## config.mk

```make
export PLATFORM = sky130hd
export DESIGN_NAME = vga_palette_ram
export DESIGN_NICKNAME = d
export VERILOG_FILES = /design/src/rtl/vga_pkg.sv /design/src/rtl/vga_palette_loader.sv /design/src/rtl/vga_palette_ram.sv
export SDC_FILE = /design/constraint.sdc
export NUM_CORES = 1
export LEC_CHECK = 0
export ABC_AREA = 1
export ABC_CLOCK_PERIOD_IN_PS = 3070
export CAP_MARGIN = 20
export CELL_PAD_IN_SITES_DETAIL_PLACEMENT = 1
export CELL_PAD_IN_SITES_GLOBAL_PLACEMENT = 2
export CORE_MARGIN = 10
export CORE_UTILIZATION = 30
export DETAILED_ROUTE_END_ITERATION = 8
export GPL_ROUTABILITY_DRIVEN = 1
export PLACE_DENSITY_LB_ADDON = 0.1
export SLEW_MARGIN = 15
export SYNTH_ARGS = -nofsm -noshare
export SYNTH_HDL_FRONTEND = slang
export SYNTH_HIERARCHICAL = 1
export SYNTH_SLANG_ARGS = --single-unit
```

## constraint.sdc

```tcl
create_clock -name clk -period 3.07 [get_ports clk]
set_input_delay 0.614 -clock clk [delete_from_list [all_inputs] [get_ports clk]]
set_output_delay 0.614 -clock clk [all_outputs]
set_load 0.03 [all_outputs]
```

## src/rtl/vga_pkg.sv

```systemverilog
// Shared definitions for the VGA palette: loader state encoding and the
// default 16-colour CGA table in RGB332.
package vga_pkg;

   typedef enum logic {
      PAL_LOAD = 1'b0,
      PAL_IDLE = 1'b1
   } pal_state_e;

   localparam int unsigned CGA_N = 16;

   localparam logic [7:0] CGA_DEFAULT [0:15] = '{
      8'h00, 8'h02, 8'h14, 8'h16, 8'hA0, 8'hA2, 8'hA8, 8'hB6,
      8'h49, 8'h4B, 8'h5D, 8'h5F, 8'hE9, 8'hEB, 8'hFD, 8'hFF
   };

   // Entries beyond the CGA table default to black.
   function automatic logic [7:0] cga_default(input int unsigned idx);
      logic [7:0] val;
      val = 8'h00;
      if (idx < CGA_N) val = CGA_DEFAULT[idx[3:0]];
      return val;
   endfunction

endpackage

```

## src/rtl/vga_palette_loader.sv

```systemverilog
// Default-palette loader: walks every palette index once after reset or on a
// restore request, emitting one write per cycle while busy is high.
module vga_palette_loader
   import vga_pkg::*;
#(
   parameter int ADDR_W  = 4,
   parameter int COLOR_W = 8
) (
   input  logic               clk,
   input  logic               rst,
   input  logic               restore,
   output logic               ld_we,
   output logic [ADDR_W-1:0]  ld_addr,
   output logic [COLOR_W-1:0] ld_data,
   output logic               busy
);

   pal_state_e          state_q, state_d;
   logic [ADDR_W-1:0]   cnt_q, cnt_d;
   logic                cnt_last;
   logic [COLOR_W+7:0]  dflt_ext;

   assign cnt_last = &cnt_q;

   always_ff @(posedge clk or posedge rst) begin
      if (rst) begin
         state_q <= PAL_LOAD;
         cnt_q   <= '0;
      end else begin
         state_q <= state_d;
         cnt_q   <= cnt_d;
      end
   end

   // restore is only honoured from IDLE; a running load is never restarted by it.
   always_comb begin
      state_d = state_q;
      cnt_d   = cnt_q;
      case (state_q)
         PAL_LOAD: begin
            cnt_d = cnt_q + ADDR_W'(1);
            if (cnt_last) state_d = PAL_IDLE;
         end
         PAL_IDLE: begin
            if (restore) begin
               state_d = PAL_LOAD;
               cnt_d   = '0;
            end
         end
      endcase
   end

   // Zero-extend then slice so narrow colours keep the low bits and wide ones get zero MSBs.
   assign dflt_ext = {COLOR_W'(0), cga_default(32'(cnt_q))};

   assign busy    = (state_q == PAL_LOAD);
   assign ld_we   = busy;
   assign ld_addr = cnt_q;
   assign ld_data = dflt_ext[COLOR_W-1:0];

endmodule

```

## src/rtl/vga_palette_ram.sv

```systemverilog
// Writable multi-port colour palette: CPU-writable storage, self-loading CGA
// defaults, NUM_RD registered read ports with write-through bypass.
module vga_palette_ram
   import vga_pkg::*;
#(
   parameter int ADDR_W  = 4,
   parameter int COLOR_W = 8,
   parameter int NUM_RD  = 2
) (
   input  logic                       clk,
   input  logic                       rst,
   input  logic                       restore,
   input  logic                       wr_en,
   input  logic [ADDR_W-1:0]          wr_addr,
   input  logic [COLOR_W-1:0]         wr_data,
   output logic                       wr_ready,
   input  logic [NUM_RD*ADDR_W-1:0]   rd_addr,
   output logic [NUM_RD*COLOR_W-1:0]  color,
   output logic                       busy
);

   localparam int DEPTH = 2 ** ADDR_W;

   logic [COLOR_W-1:0]        mem_q [DEPTH];
   logic                      ld_we;
   logic [ADDR_W-1:0]         ld_addr;
   logic [COLOR_W-1:0]        ld_data;
   logic                      cpu_we;
   logic [NUM_RD*COLOR_W-1:0] color_q, color_d;

   vga_palette_loader #(
      .ADDR_W  (ADDR_W),
      .COLOR_W (COLOR_W)
   ) u_loader (
      .clk     (clk),
      .rst     (rst),
      .restore (restore),
      .ld_we   (ld_we),
      .ld_addr (ld_addr),
      .ld_data (ld_data),
      .busy    (busy)
   );

   assign wr_ready = ~busy;
   // A restore in the same cycle takes priority and discards the CPU write.
   assign cpu_we   = wr_en & wr_ready & ~restore;

   always_ff @(posedge clk) begin
      if (ld_we) begin
         mem_q[ld_addr] <= ld_data;
      end else if (cpu_we) begin
         mem_q[wr_addr] <= wr_data;
      end
   end

   always_comb begin
      color_d = '0;
      if (!busy) begin
         for (int k = 0; k < NUM_RD; k++) begin
            if (cpu_we && (wr_addr == rd_addr[k*ADDR_W +: ADDR_W])) begin
               color_d[k*COLOR_W +: COLOR_W] = wr_data;
            end else begin
               color_d[k*COLOR_W +: COLOR_W] = mem_q[rd_addr[k*ADDR_W +: ADDR_W]];
            end
         end
      end
   end

   always_ff @(posedge clk or posedge rst) begin
      if (rst) begin
         color_q <= '0;
      end else begin
         color_q <= color_d;
      end
   end

   // Blank immediately when a load starts rather than one cycle later.
   assign color = busy ? '0 : color_q;

endmodule

```

# Word level (Yosys, flattened, before mapping)
# Memory sizes are Yosys's and may differ from the RTL's.
# Cells that the tools add are included.
[op_classes]
addsub = 1
n_lt_le_gt_ge = 1
eq_ne = 3
muxes = 18
bitwise = 5
reduce_logical = 4
[ops]
columns = ["operator", "n"]
rows = [
  ["$mux W8", 5],
  ["$mux W16", 2],
  ["$eq A4 B4 Y1", 2],
  ["$mux W4", 2],
  ["$pmux W4 S2", 1],
  ["$reduce_or A8 Y1", 1],
  ["$mux W1", 7],
  ["$ge A5 B5 Y1 const B", 1],
  ["$not A4 Y5", 1],
  ["$add A4 B1 Y4 const B", 1],
  ["$reduce_and A4 Y1", 1],
  ["$and A1 B1 Y1", 2],
  ["$logic_and A1 B1 Y1", 2],
  ["$ne A2 B2 Y1 const B", 1],
  ["$not A1 Y1", 2],
  ["$pmux W1 S2", 1],
]
[word_totals]
ff_bits = 21
ram_bits = 128
romBits = 128
input_bits = 24
output_inout_bits = 18
word_cells = 37
memories = 2
[mem_list]
columns = ["memory", "depth", "width", "rd", "rd_clocked_by_memory_dff", "write_ports", "line_no", "rtl"]
rows = [
  ["(name not given)", 16, 8, 1, 0, 0, "vga_pkg.sv:21", "if (idx < CGA_N) val = CGA_DEFAULT[idx[3:0]];"],
  ["mem_q", 16, 8, 2, 0, 1, "vga_palette_ram.sv:24", "logic [COLOR_W-1:0] mem_q [DEPTH];"],
]

# Longest topological paths before layout
# Gate-level depths: netlist (run 1).
[depth]
word_depth = 7
ltp_mapped = 11
depth_no_buf = 10

# Cells and area by module
# The synthesis (run 1) kept the hierarchy.
[by_module_without_submodules]
columns = ["mod", "n_inst", "cells_per_inst", "area_per_inst_um2", "seq_area_each_um2"]
rows = [
  ["vga_palette_ram", 1, 1014, 8003.9, 4244.1],
  ["vga_palette_loader", 1, 46, 340.3, 125.1],
]

# Worst setup path before layout (run 1)
# OpenSTA, ideal clock, no wires.
[synth_path]
path_kind = "register to register"
startpoint = "reg u_loader.state_q"
endpoint = "mem mem_q[0][0], data pin"
setup_ns = 0.330
arrival_time_ns = 2.030
required_ns = 2.740
slack_ns = 0.709
path_stages_with_launch = 8
path_buffers = 3
synth_period_minus_slack_ns = 2.361
path_cell_list = "dfrtp_1 > inv_2 > buf_6 > nor3_4 > nand2_2 > buf_6 > buf_2 > o21ai_0"
[synth_via]
elab_chain_len = 7
[synth_rtl]
columns = ["element", "line_no", "rtl"]
rows = [
  ["start: declaration", "vga_palette_loader.sv:18", "pal_state_e state_q, state_d;"],
  ["start signal: assignment", "vga_palette_loader.sv:30", "state_q <= state_d;"],
  ["$and A1 B1 Y1 (2 in series)", "vga_palette_ram.sv:46", "assign cpu_we = wr_en & wr_ready & ~restore;"],
  ["$mux W1", "vga_palette_ram.sv:51", "end else if (cpu_we) begin"],
  ["$mux W1 *", "vga_palette_ram.sv:49", "if (ld_we) begin"],
  ["$mux W1 (implied by the code) *", "vga_palette_ram.sv:52", "mem_q[wr_addr] <= wr_data;"],
  ["$reduce_or A8 Y1 (no line) *", "n/a", ""],
  ["$mux W8 (no line) *", "n/a", ""],
  ["end: declaration", "vga_palette_ram.sv:24", ""],
]
# Every way passes the cells marked *; elsewhere a longest branch is shown, timed or not.

# Worst setup path after layout (run 1)
[layout_path]
startpoint = "reg u_loader.state_q"
endpoint = "out color[0]"
[layout_via]
elab_chain_len = 1
[layout_rtl]
columns = ["element", "line_no", "rtl"]
rows = [
  ["$mux W16", "vga_palette_ram.sv:78", "assign color = busy ? '0 : color_q;"],
  ["end: declaration", "vga_palette_ram.sv:18", "output logic [NUM_RD*COLOR_W-1:0] color,"],
]
# Every way passes these cells.

==> results of run 1 <==
metrics by stage:
step	setup WS, ns	cells
global route	0.119	1496
floorplan	0.709	1060
finish	0.236	1496
global placement	0.356	1464
detailed placement	0.210	1464
CTS	0.170	1496
per-layer routing:
layer / track usage / wire, um
met5: 0 / 0
met2: 0.289 / 14500
met3: 0.0317 / 1530
met1: 0.266 / 16100
met4: 0.0447 / 471
cell type report:
type / instances / area share
flip-flops and latches: 149 / 0.438
multi-input cells: 649 / 0.291
repair buffers: 95 / 0.0871
inverters: 199 / 0.0750
well taps: 372 / 0.0467
clock buffers: 17 / 0.0427
clock inverters: 15 / 0.0188
kinds of logic (layout without fill, tap and decap cells):
group | count (synthesis) | in the layout | share of synthesized area
buf+inv | 262 | 326 | 0.129
fa+ha+maj | 2 | 2 | 0.00300
xor+xnor | 6 | 6 | 0.00630
flops | 149 | 149 | 0.524
compound gates | 25 | 25 | 0.0172
simple gates | 616 | 616 | 0.321
critical path: cells and delay by family (launching register included):
family / cells / cell delay, ns
buffers and inverters: 2 / 1.02
flip-flops: 1 / 0.50
AND/OR/NAND/NOR: 1 / 0.26
synth_stat cells, types with 4 or more instances:
master	number
nand2_2	5
nand2_1	304
o21ai_0	9
clkbuf_1	17
a21oi_1	9
buf_2	33
dfrtp_1	21
edfxtp_1	128
o21ai_1	4
inv_2	8
inv_1	191
buf_4	9
nor2_1	52
nand3_1	249
sequential cells by signal (all words and copies together) (netlist names):
name / cells
color_q: 16
mem_q: 128
u_loader/ld_addr: 4
u_loader/state_q: 1
cell usage in the layout, fill, tap and decap left out, types with 4 or more instances in the layout:
| cell type | count |
|---|---|
| nand2_1 | 304 |
| clkinv_8 | 4 |
| buf_4 | 49 |
| dfrtp_1 | 21 |
| buf_12 | 5 |
| o21ai_1 | 12 |
| nor2_1 | 52 |
| clkbuf_16 | 17 |
| edfxtp_1 | 128 |
| inv_2 | 9 |
| inv_1 | 190 |
| nand2_2 | 5 |
| nand3_1 | 249 |
| clkdlybuf4s50_1 | 39 |
| a21oi_1 | 9 |
worst paths after layout:
path	to	slack, ns	cells after the start
hold reg to reg	u_loader/ld_addr[1]	0.69	1
setup reg to reg	mem_q[1][5]	0.44	8
max in group asynchronous	color_q[6]	2.08	2
min in group clk	u_loader/ld_addr[1]	0.69	1
hold / removal	u_loader/ld_addr[2]	0.43	2
setup / recovery	color[0]	0.24	3
report_power, final:
group | leakage, nW | switching (mW) | internal [mW]
clock | 0.291 | 0.975 | 1.17
sequential | 1.45 | 0.240 | 2.97
combinational | 2.88 | 1.58 | 0.656
total | 4.62 | 2.80 | 4.80
==> impl_metrics.py, run 1 <==
metrics = {
    "synth": {
        "syn_inst": 1060,
        "yosysWarnings": 6,
        "synth.largest_area_cell": "edfxtp_1",
        "yosysUniqueCellTypes": 26,
        "synth_async_sr_flop_share": 0.141,
        "synth_edf_count": 128,
        "ys.flop_type": "edfxtp_1",
        "synth.top_cell.area_share": 0.461,
        "syn_area_per_cell_um2": 7.87,
        "seq_area_frac_synth": 0.524,
        "ys_seq_elements": 149,
        "synth.area.top_cells": "edfxtp_1, nand3_1, nand2_1",
        "synth_fp_nets": 1086,
        "synth_area_um2": 8340,
    },
    "clocking": {
        "htreeDepth": 4,
        "cts_tree": "yes",
        "ctsResizeCount": 0,
        "postCtsHoldBufs": 0,
        "cts_sinks": 149,
        "post_cts_buffers": 0,
        "cts_made_buffers": 17,
        "clkSlewWorstSetupHoldPaths_ns": 0.07,
        "clk_latency_ns": 0.43,
        "cts_root_buf": "clkbuf_16",
        "clk_path_buf_depth": 2,
    },
    "layout": {
        "final_nets": 1137,
        "post-route-util": 0.367,
        "diodes": 0,
        "final_area_um2": 9960,
        "areaGrowthSynthToFinish_pct": 19.4,
        "nFillCells": 3253,
        "regArea_um2": 4370,
        "multi_input_area_um2": 2900,
        "layout-drive-gt1-share": 0.0988,
    },
    "placed_design": {
        "port_buffers": 41,
        "gp_congestion": 0.793,
        "dp_hpwl_um": 23500,
        "place_area_um2": 9350,
    },
    "setup_path": {
        "critPathSlowestCell": "clkdlybuf4s50_1",
        "path_class": "reg -> out",
        "cp-start-kind": "register",
        "slowest_delay_ns": 0.71,
        "crit_fanout": 34,
        "startpoint": "u_loader/state_q",
        "required_ns": 2.46,
        "worstReg2RegStart": "u_loader/state_q",
        "worstSetupEndpointType": "output pin",
        "worstPathCellList": "inv_2 -> nor2_1 -> clkdlybuf4s50_1",
        "crit_arrival_ns": 2.22,
    },
    "status": {
        "status": "finished, final reports clean",
    },
    "floorplan": {
        "io_pins": 42,
        "std_cell_rows": 60,
        "coreArea_um2": 27200,
        "start_util": 0.307,
        "die_area_um2": 34900,
        "die_x_um": 187,
        "die_h_um": 187,
    },
    "grt": {
        "grt_overflow": 0,
        "antenna_found_initial": 0,
        "grt_pass1_vias": 7371,
        "grt_max_degree": 65,
        "grt_pass1_wl_um": 49400,
        "grt.total_usage": 0.187,
    },
    "drt": {
        "vias_per_cell": 4.80,
        "ant_nets": 0,
        "wl_per_cell_um": 21.8,
        "dr.pass1.iters": 5,
        "drt-total-wl_um": 32600,
        "first_iter_violations": 538,
        "vias": 7177,
        "drc": 0,
    },
    "worst_hold_path": {
        "worstHoldPathType": "in -> async",
    },
    "power": {
        "peakVddDrop_mv": 0.390,
        "p_total_mw": 7.59,
        "pwr_density_cell_nw_per_um2": 762,
        "leakage_nw": 4.62,
    },
    "sta": {
        "skew_ns": 0.0121,
        "period_share": 0.923,
        "finalSetupViolations": 0,
        "fmax_mhz": 353,
        "hold_viol_final": 0,
        "hold_slack_ns": 0.426,
        "drv_slew": 0,
        "period_needed_ns": 2.83,
        "max-slew-margin-rel": 0.589,
        "tightestPinTransition_ns": 0.616,
        "rsz0062_at_grt": "no",
        "tns_ns": 0,
    },
    "flow_run": {
        "max_cap_violations": 0,
    },
}
No activity file was read; power rests on OpenSTA's default activity.
==> run 2, diff against run 1 <==
--- a/config.mk
+++ b/config.mk
@@ -15,7 +15,7 @@
 export DETAILED_ROUTE_END_ITERATION = 8
 export GPL_ROUTABILITY_DRIVEN = 1
 export PLACE_DENSITY_LB_ADDON = 0.1
-export SLEW_MARGIN = 15
+export SLEW_MARGIN = 20
 export SYNTH_ARGS = -nofsm -noshare
 export SYNTH_HDL_FRONTEND = slang
 export SYNTH_HIERARCHICAL = 1
==> results of run 2 <==
Final layout, timing and power as in run 1 (identical DEF).
